<file path="src/rtl/gshare_br_predictor.sv">
// Branch predictor for FE: global-history (or bimodal) indexed PHT of 2-bit counters,
// direct-mapped tagged BTB, and a saturating mispredict counter. Lookup is combinational.
module gshare_br_predictor #(
    parameter int         DBITS        = 32,
    parameter int         HIST_BITS    = 8,
    parameter int         BTB_IDX_BITS = 4,
    parameter int         INDEX_MODE   = 0,
    parameter logic [1:0] CNT_INIT     = 2'b01
) (
    input  logic                 clk,
    input  logic                 reset,
    input  logic [DBITS-1:0]     pred_pc,
    output logic                 pred_hit,
    output logic                 pred_taken,
    output logic [DBITS-1:0]     pred_next_pc,
    output logic [HIST_BITS-1:0] pred_pht_idx,
    input  logic                 upd_valid,
    input  logic [DBITS-1:0]     upd_pc,
    input  logic                 upd_is_cond,
    input  logic                 upd_taken,
    input  logic [DBITS-1:0]     upd_target,
    input  logic [HIST_BITS-1:0] upd_pht_idx,
    input  logic                 upd_mispredict,
    output logic [HIST_BITS-1:0] bhr_out,
    output logic [31:0]          mispred_cnt
);

    localparam int PHT_N = 1 << HIST_BITS;
    localparam int BTB_N = 1 << BTB_IDX_BITS;
    localparam int TAG_W = DBITS - BTB_IDX_BITS - 2;

    logic [1:0]              pht_q     [PHT_N];
    logic [1:0]              pht_d     [PHT_N];
    logic                    btb_vld_q [BTB_N];
    logic                    btb_vld_d [BTB_N];
    logic [TAG_W-1:0]        btb_tag_q [BTB_N];
    logic [TAG_W-1:0]        btb_tag_d [BTB_N];
    logic [DBITS-1:0]        btb_tgt_q [BTB_N];
    logic [DBITS-1:0]        btb_tgt_d [BTB_N];
    logic                    btb_cond_q[BTB_N];
    logic                    btb_cond_d[BTB_N];
    logic [HIST_BITS-1:0]    bhr_q, bhr_d;
    logic [31:0]             mispred_cnt_q, mispred_cnt_d;

    logic [HIST_BITS-1:0]    lk_pidx;
    logic [BTB_IDX_BITS-1:0] lk_idx;
    logic [TAG_W-1:0]        lk_tag;
    logic [BTB_IDX_BITS-1:0] up_idx;
    logic [TAG_W-1:0]        up_tag;
    logic                    unused_pc_bits;

    function automatic logic [1:0] ctr_next(input logic [1:0] c, input logic up);
        if (up)
            ctr_next = (c == 2'b11) ? c : c + 2'd1;
        else
            ctr_next = (c == 2'b00) ? c : c - 2'd1;
    endfunction

    function automatic logic [31:0] cnt_sat_inc(input logic [31:0] c);
        cnt_sat_inc = (c == 32'hFFFF_FFFF) ? c : c + 32'd1;
    endfunction

    // Word-aligned PCs: bits [1:0] never contribute to any index or tag.
    assign unused_pc_bits = ^{pred_pc[1:0], upd_pc[1:0]};

    assign lk_pidx = pred_pc[HIST_BITS+1:2] ^ ((INDEX_MODE == 0) ? bhr_q : '0);
    assign lk_idx  = pred_pc[BTB_IDX_BITS+1:2];
    assign lk_tag  = pred_pc[DBITS-1:BTB_IDX_BITS+2];
    assign up_idx  = upd_pc[BTB_IDX_BITS+1:2];
    assign up_tag  = upd_pc[DBITS-1:BTB_IDX_BITS+2];

    // Lookup reads only registered state, so a same-cycle update is never bypassed.
    always_comb begin
        pred_hit     = btb_vld_q[lk_idx] && (btb_tag_q[lk_idx] == lk_tag);
        pred_taken   = pred_hit && (!btb_cond_q[lk_idx] || pht_q[lk_pidx][1]);
        pred_next_pc = pred_taken ? btb_tgt_q[lk_idx] : pred_pc + DBITS'(4);
        pred_pht_idx = lk_pidx;
    end

    assign bhr_out     = bhr_q;
    assign mispred_cnt = mispred_cnt_q;

    always_comb begin
        pht_d         = pht_q;
        btb_vld_d     = btb_vld_q;
        btb_tag_d     = btb_tag_q;
        btb_tgt_d     = btb_tgt_q;
        btb_cond_d    = btb_cond_q;
        bhr_d         = bhr_q;
        mispred_cnt_d = mispred_cnt_q;
        if (upd_valid) begin
            if (upd_is_cond) begin
                pht_d[upd_pht_idx] = ctr_next(pht_q[upd_pht_idx], upd_taken);
                bhr_d              = {bhr_q[HIST_BITS-2:0], upd_taken};
            end
            // Not-taken outcomes never allocate and never invalidate a BTB entry.
            if (upd_taken) begin
                btb_vld_d[up_idx]  = 1'b1;
                btb_tag_d[up_idx]  = up_tag;
                btb_tgt_d[up_idx]  = upd_target;
                btb_cond_d[up_idx] = upd_is_cond;
            end
            if (upd_mispredict)
                mispred_cnt_d = cnt_sat_inc(mispred_cnt_q);
        end
    end

    always_ff @(posedge clk or posedge reset) begin
        if (reset) begin
            bhr_q         <= '0;
            mispred_cnt_q <= '0;
            for (int i = 0; i < PHT_N; i++) pht_q[i] <= CNT_INIT;
            for (int i = 0; i < BTB_N; i++) btb_vld_q[i] <= 1'b0;
        end else begin
            bhr_q         <= bhr_d;
            mispred_cnt_q <= mispred_cnt_d;
            for (int i = 0; i < PHT_N; i++) pht_q[i] <= pht_d[i];
            for (int i = 0; i < BTB_N; i++) btb_vld_q[i] <= btb_vld_d[i];
        end
    end

    // BTB payload is qualified by its valid bit, so it carries no reset.
    always_ff @(posedge clk) begin
        for (int i = 0; i < BTB_N; i++) begin
            btb_tag_q[i]  <= btb_tag_d[i];
            btb_tgt_q[i]  <= btb_tgt_d[i];
            btb_cond_q[i] <= btb_cond_d[i];
        end
    end

endmodule

</file>
<file path="config.mk">
export PLATFORM = sky130hd
export DESIGN_NAME = gshare_br_predictor
export DESIGN_NICKNAME = d
export VERILOG_FILES = /design/src/rtl/gshare_br_predictor.sv
export SDC_FILE = /design/constraint.sdc
export NUM_CORES = 2
export LEC_CHECK = 0
export CELL_PAD_IN_SITES_DETAIL_PLACEMENT = 1
export CELL_PAD_IN_SITES_GLOBAL_PLACEMENT = 2
export CORE_UTILIZATION = 40
export CTS_BUF_LIST = sky130_fd_sc_hd__clkbuf_8
export CTS_CLUSTER_SIZE = 10
export DETAILED_ROUTE_END_ITERATION = 10
export PLACE_DENSITY_LB_ADDON = 0.1
export REMOVE_ABC_BUFFERS = 1
export SLEW_MARGIN = 20
export SYNTH_ARGS = -nofsm -noshare
export SYNTH_HDL_FRONTEND = slang
export SYNTH_SLANG_ARGS = --single-unit
</file>
<file path="constraint.sdc">
create_clock -name clk -period 25.5 [get_ports clk]
set_clock_uncertainty 0.05 [all_clocks]
set_input_delay 3.825 -clock clk [delete_from_list [all_inputs] [get_ports clk]]
set_output_delay 3.825 -clock clk [all_outputs]
set_load 0.1 [all_outputs]
</file>
==> summary.txt <==
Logic synthesis
  – Prevailing post-synth register cell: edfxtp_1
  – Register area share after synthesis: 0.655
  – Ys async rst share: 0.376
  – YS warnings: 0
  – Flop and latch count out of synthesis: 1512
  – Mapped Area: 0.0655 sq mm
  – Syn Area/Cell: 15.0 sq um
  – Post-synth EDFFs: 944
  – Post-synthesis cell count: 4354
  – Count of cell types in the netlist: 73

Die
  – Total die area: 0.165 sq mm
  – Die width: 407 um
  – Initial Util: 0.403
  – Io pins: 192
  – CORE AREA: 0.163 sq mm
  – Row count: 148
  – Height of the die: 407 um

GRT
  – GRT Util Overall: 0.253
  – Gr ovfl total: 0
  – Global-route wire length before repair: 301 mm
  – Vias in the first global route: 42102
  – Initial antenna violation count: 17
  – Largest net degree at the start of global routing: 154

Clocking
  – CTS resizes: 0
  – Htree depth: 5
  – TritonCTS buffer count: 286
  – Skew-Pair Late Insertion Delay: 970 ps
  – Clock sink count: 1512
  – CTS Root Cell: clkbuf_8
  – Setup bufs post-CTS: 0
  – TritonCTS clock tree: built
  – Clk buf depth: 4
  – # hold bufs at CTS: 0
  – CTS clock-pin slew for the worst setup and hold paths: 60 ps

Worst setup path
  – CP required: 21620 ps
  – Arr. time, crit path: 11200 ps
  – CP Capture Type: output pin
  – Critical path fanouts, max: 48
  – Crit-path most repeated cell: buf_4
  – CP max stage delay: 1140 ps
  – Critical path class: input port to output pin
  – Setup crit start kind: input port
  – Slowest CP cell: clkdlybuf4s50_1
  – Crit path cell chain: buf_8, buf_4, buf_4, buf_4, mux4_2, o21ai_0, mux2i_1, a22o_1, a2111oi_2, nand4b_1, a311oi_4, buf_4, mux2_4, clkdlybuf4s50_1

Detailed routing
  – DR WL met3: 8.12 mm
  – DR vias: 39559
  – Wire length on met1: 88.9 mm
  – Post-route ant nets: 0
  – DR WL/cell: 29.2 um
  – Vias per cell: 5.62
  – DRC Markers: 2
  – DR iter-0 viols: 2869
  – Router iterations before antenna repair: 8
  – Met2 wire len: 102 mm
  – WL final: 206 mm
  – Top sig layer: met5

Finish
  – Area growth, synth to finish: 14.5%
  – Storage element area: 0.0429 sq mm
  – Most frequent cells in the layout: edfxtp_1, nand2_1, o21ai_0, mux4_2, clkbuf_8
  – Commonest non-fill, non-tap cell in the layout: edfxtp_1
  – Area of the multi-input gates: 0.0215 sq mm
  – Layout cell share with drive strength beyond 1: 0.256
  – Fin nets: 4791
  – FILL cells: 16132

Power and ir drop
  – Lkg Pwr: 26.1 nW
  – Max IR drop VDD: 0.0000640 V
  – Pwr per Cell Area: 74.4 mW/mm^2
  – Power Total: 5.58 mW

Timing
  – Worst slew pin tran: 1190 ps
  – Setup violations, final: 0
  – Tmin final: 15070 ps
  – Unrepaired setup endpoints after global routing: false
  – FMAX: 66.3 MHz
  – Final Hold Vio Count: 0
  – Final Slew Violations: 0
  – Relative slew slack: 0.202
  – Setup TNS: 0 ps
  – Tcrit/Tclk final: 0.591

Run
  – MaxCap Viol Count: 0

Run status
  – Status: finished with violations
  – Failing checks: design-rule violations

Place
  – Dpl hpwl: 123 mm
  – Port bufs: 189
  – Gp weighted congestion: 0.801

Worst hold path
  – Hold crit path type: register to register
## power by group
part	leakage (nW)	switching (mW)	internal (mW)	total [mW]
clock network	2.93	1.01	1.13	2.14
logic	7.77	0.502	0.216	0.718
registers	15.4	0.0468	2.68	2.72
## stage by stage
| step | setup WS [ps] | utilization | hold slack, ps | area, sq um | cells |
|---|---|---|---|---|---|
| after floorplan | 6160 | - | 384 | 64200 | 4094 |
| after global placement | 10550 | 0.430 | 396 | 69900 | 6565 |
| after detailed placement | 10520 | 0.430 | 400 | 69900 | 6565 |
| after CTS | 10480 | 0.461 | 415 | 74900 | 7031 |
| after global routing | 10360 | 0.461 | 427 | 74900 | 7038 |
| final | 10430 | 0.461 | 413 | 74900 | 7039 |
## path summary, 6_finish.rpt
kind                               from                to  slack, ps  cells after the start
setup / recovery             pred_pc[3]  pred_next_pc[20]      10430                     14
hold / removal             btb_vld_q[6]      btb_vld_q[6]        410                      1
setup reg to reg             pht_q[456]        pht_q[459]      20400                     12
hold reg to reg            btb_vld_q[6]      btb_vld_q[6]        410                      1
max in group asynchronous         reset        pht_q[109]      18130                      6
min in group asynchronous         reset         pht_q[87]       3330                      2
## kinds of logic (layout without fill, tap and decap cells)
family	count (synthesis)	count (layout)	share of synthesized area
adder cells (fa/ha/maj)	2	2	0.000382
buffers and inverters	277	780	0.0209
flip-flops	1512	1512	0.655
AND/OR/NAND/NOR	1157	1157	0.0737
AO/OA/AOI/OAI	690	690	0.0591
XOR/XNOR	101	101	0.0142
multiplexers	615	615	0.177
other	0	7	0
## critical path: cells and delay by family
family                 cells  cell delay, ps
buffers and inverters      6            4190
AOI/OAI and AO/OA          4            1340
muxes                      3             880
and+or+nand+nor            1             600
## per-layer routing
metal,up-vias,track usage
met4,20,0.0853
met2,899,0.420
li1,17243,-
met1,21004,0.337
met3,393,0.0400
met5,-,0
## layout make-up
cell class / instances / share of cell area
Sequential cell: 1512 / 0.572
Inverter: 17 / 0.00105
Clock inverter: 152 / 0.00843
Timing Repair Buffer: 297 / 0.0367
Clock buffer: 314 / 0.0577
Antenna cell: 7 / 0.000234
Tap cell: 2175 / 0.0363
Multi-Input combinational cell: 2565 / 0.287
## sequential cells by signal (all words and copies together) (netlist names)
name / count
pht_q: 512
bhr_out: 8
btb_cond_q: 16
btb_vld_q: 16
btb_tag_q: 416
btb_tgt_q: 512
mispred_cnt: 32
## cell usage after synthesis, drive strengths merged, types with 3 or more instances
cell,instances,area [sq um]
nor4,10,62.6
o2111ai,3,26.3
dfrtp,312,7810
mux4,419,9440
and2,5,31.3
or2,18,113
a21o,3,22.5
nor3,38,190
inv,15,61.3
nand3,52,260
dfstp,256,6730
nor2b,9,56.3
a31oi,11,68.8
a22o,4,35.0
a221oi,8,70.1
clkbuf,131,522
o211ai,6,45.0
and4b,3,30.0
a32oi,3,26.3
nand3b,5,37.5
o22ai,7,43.8
a22oi,50,375
o21ai,534,2670
a21oi,21,109
mux2i,153,1530
nand2,868,3260
a211oi,11,82.6
and4,5,43.8
nand4b,9,78.8
edfxtp,944,28300
a311oi,5,61.3
nor2,76,285
or3,4,25.0
xor2,40,358
nand2b,15,93.8
and3,10,62.6
a2111oi,7,73.8
xnor2,61,572
mux2,43,593
nand4,25,156
buf,129,774
No activity file was read; power rests on OpenSTA's default activity.
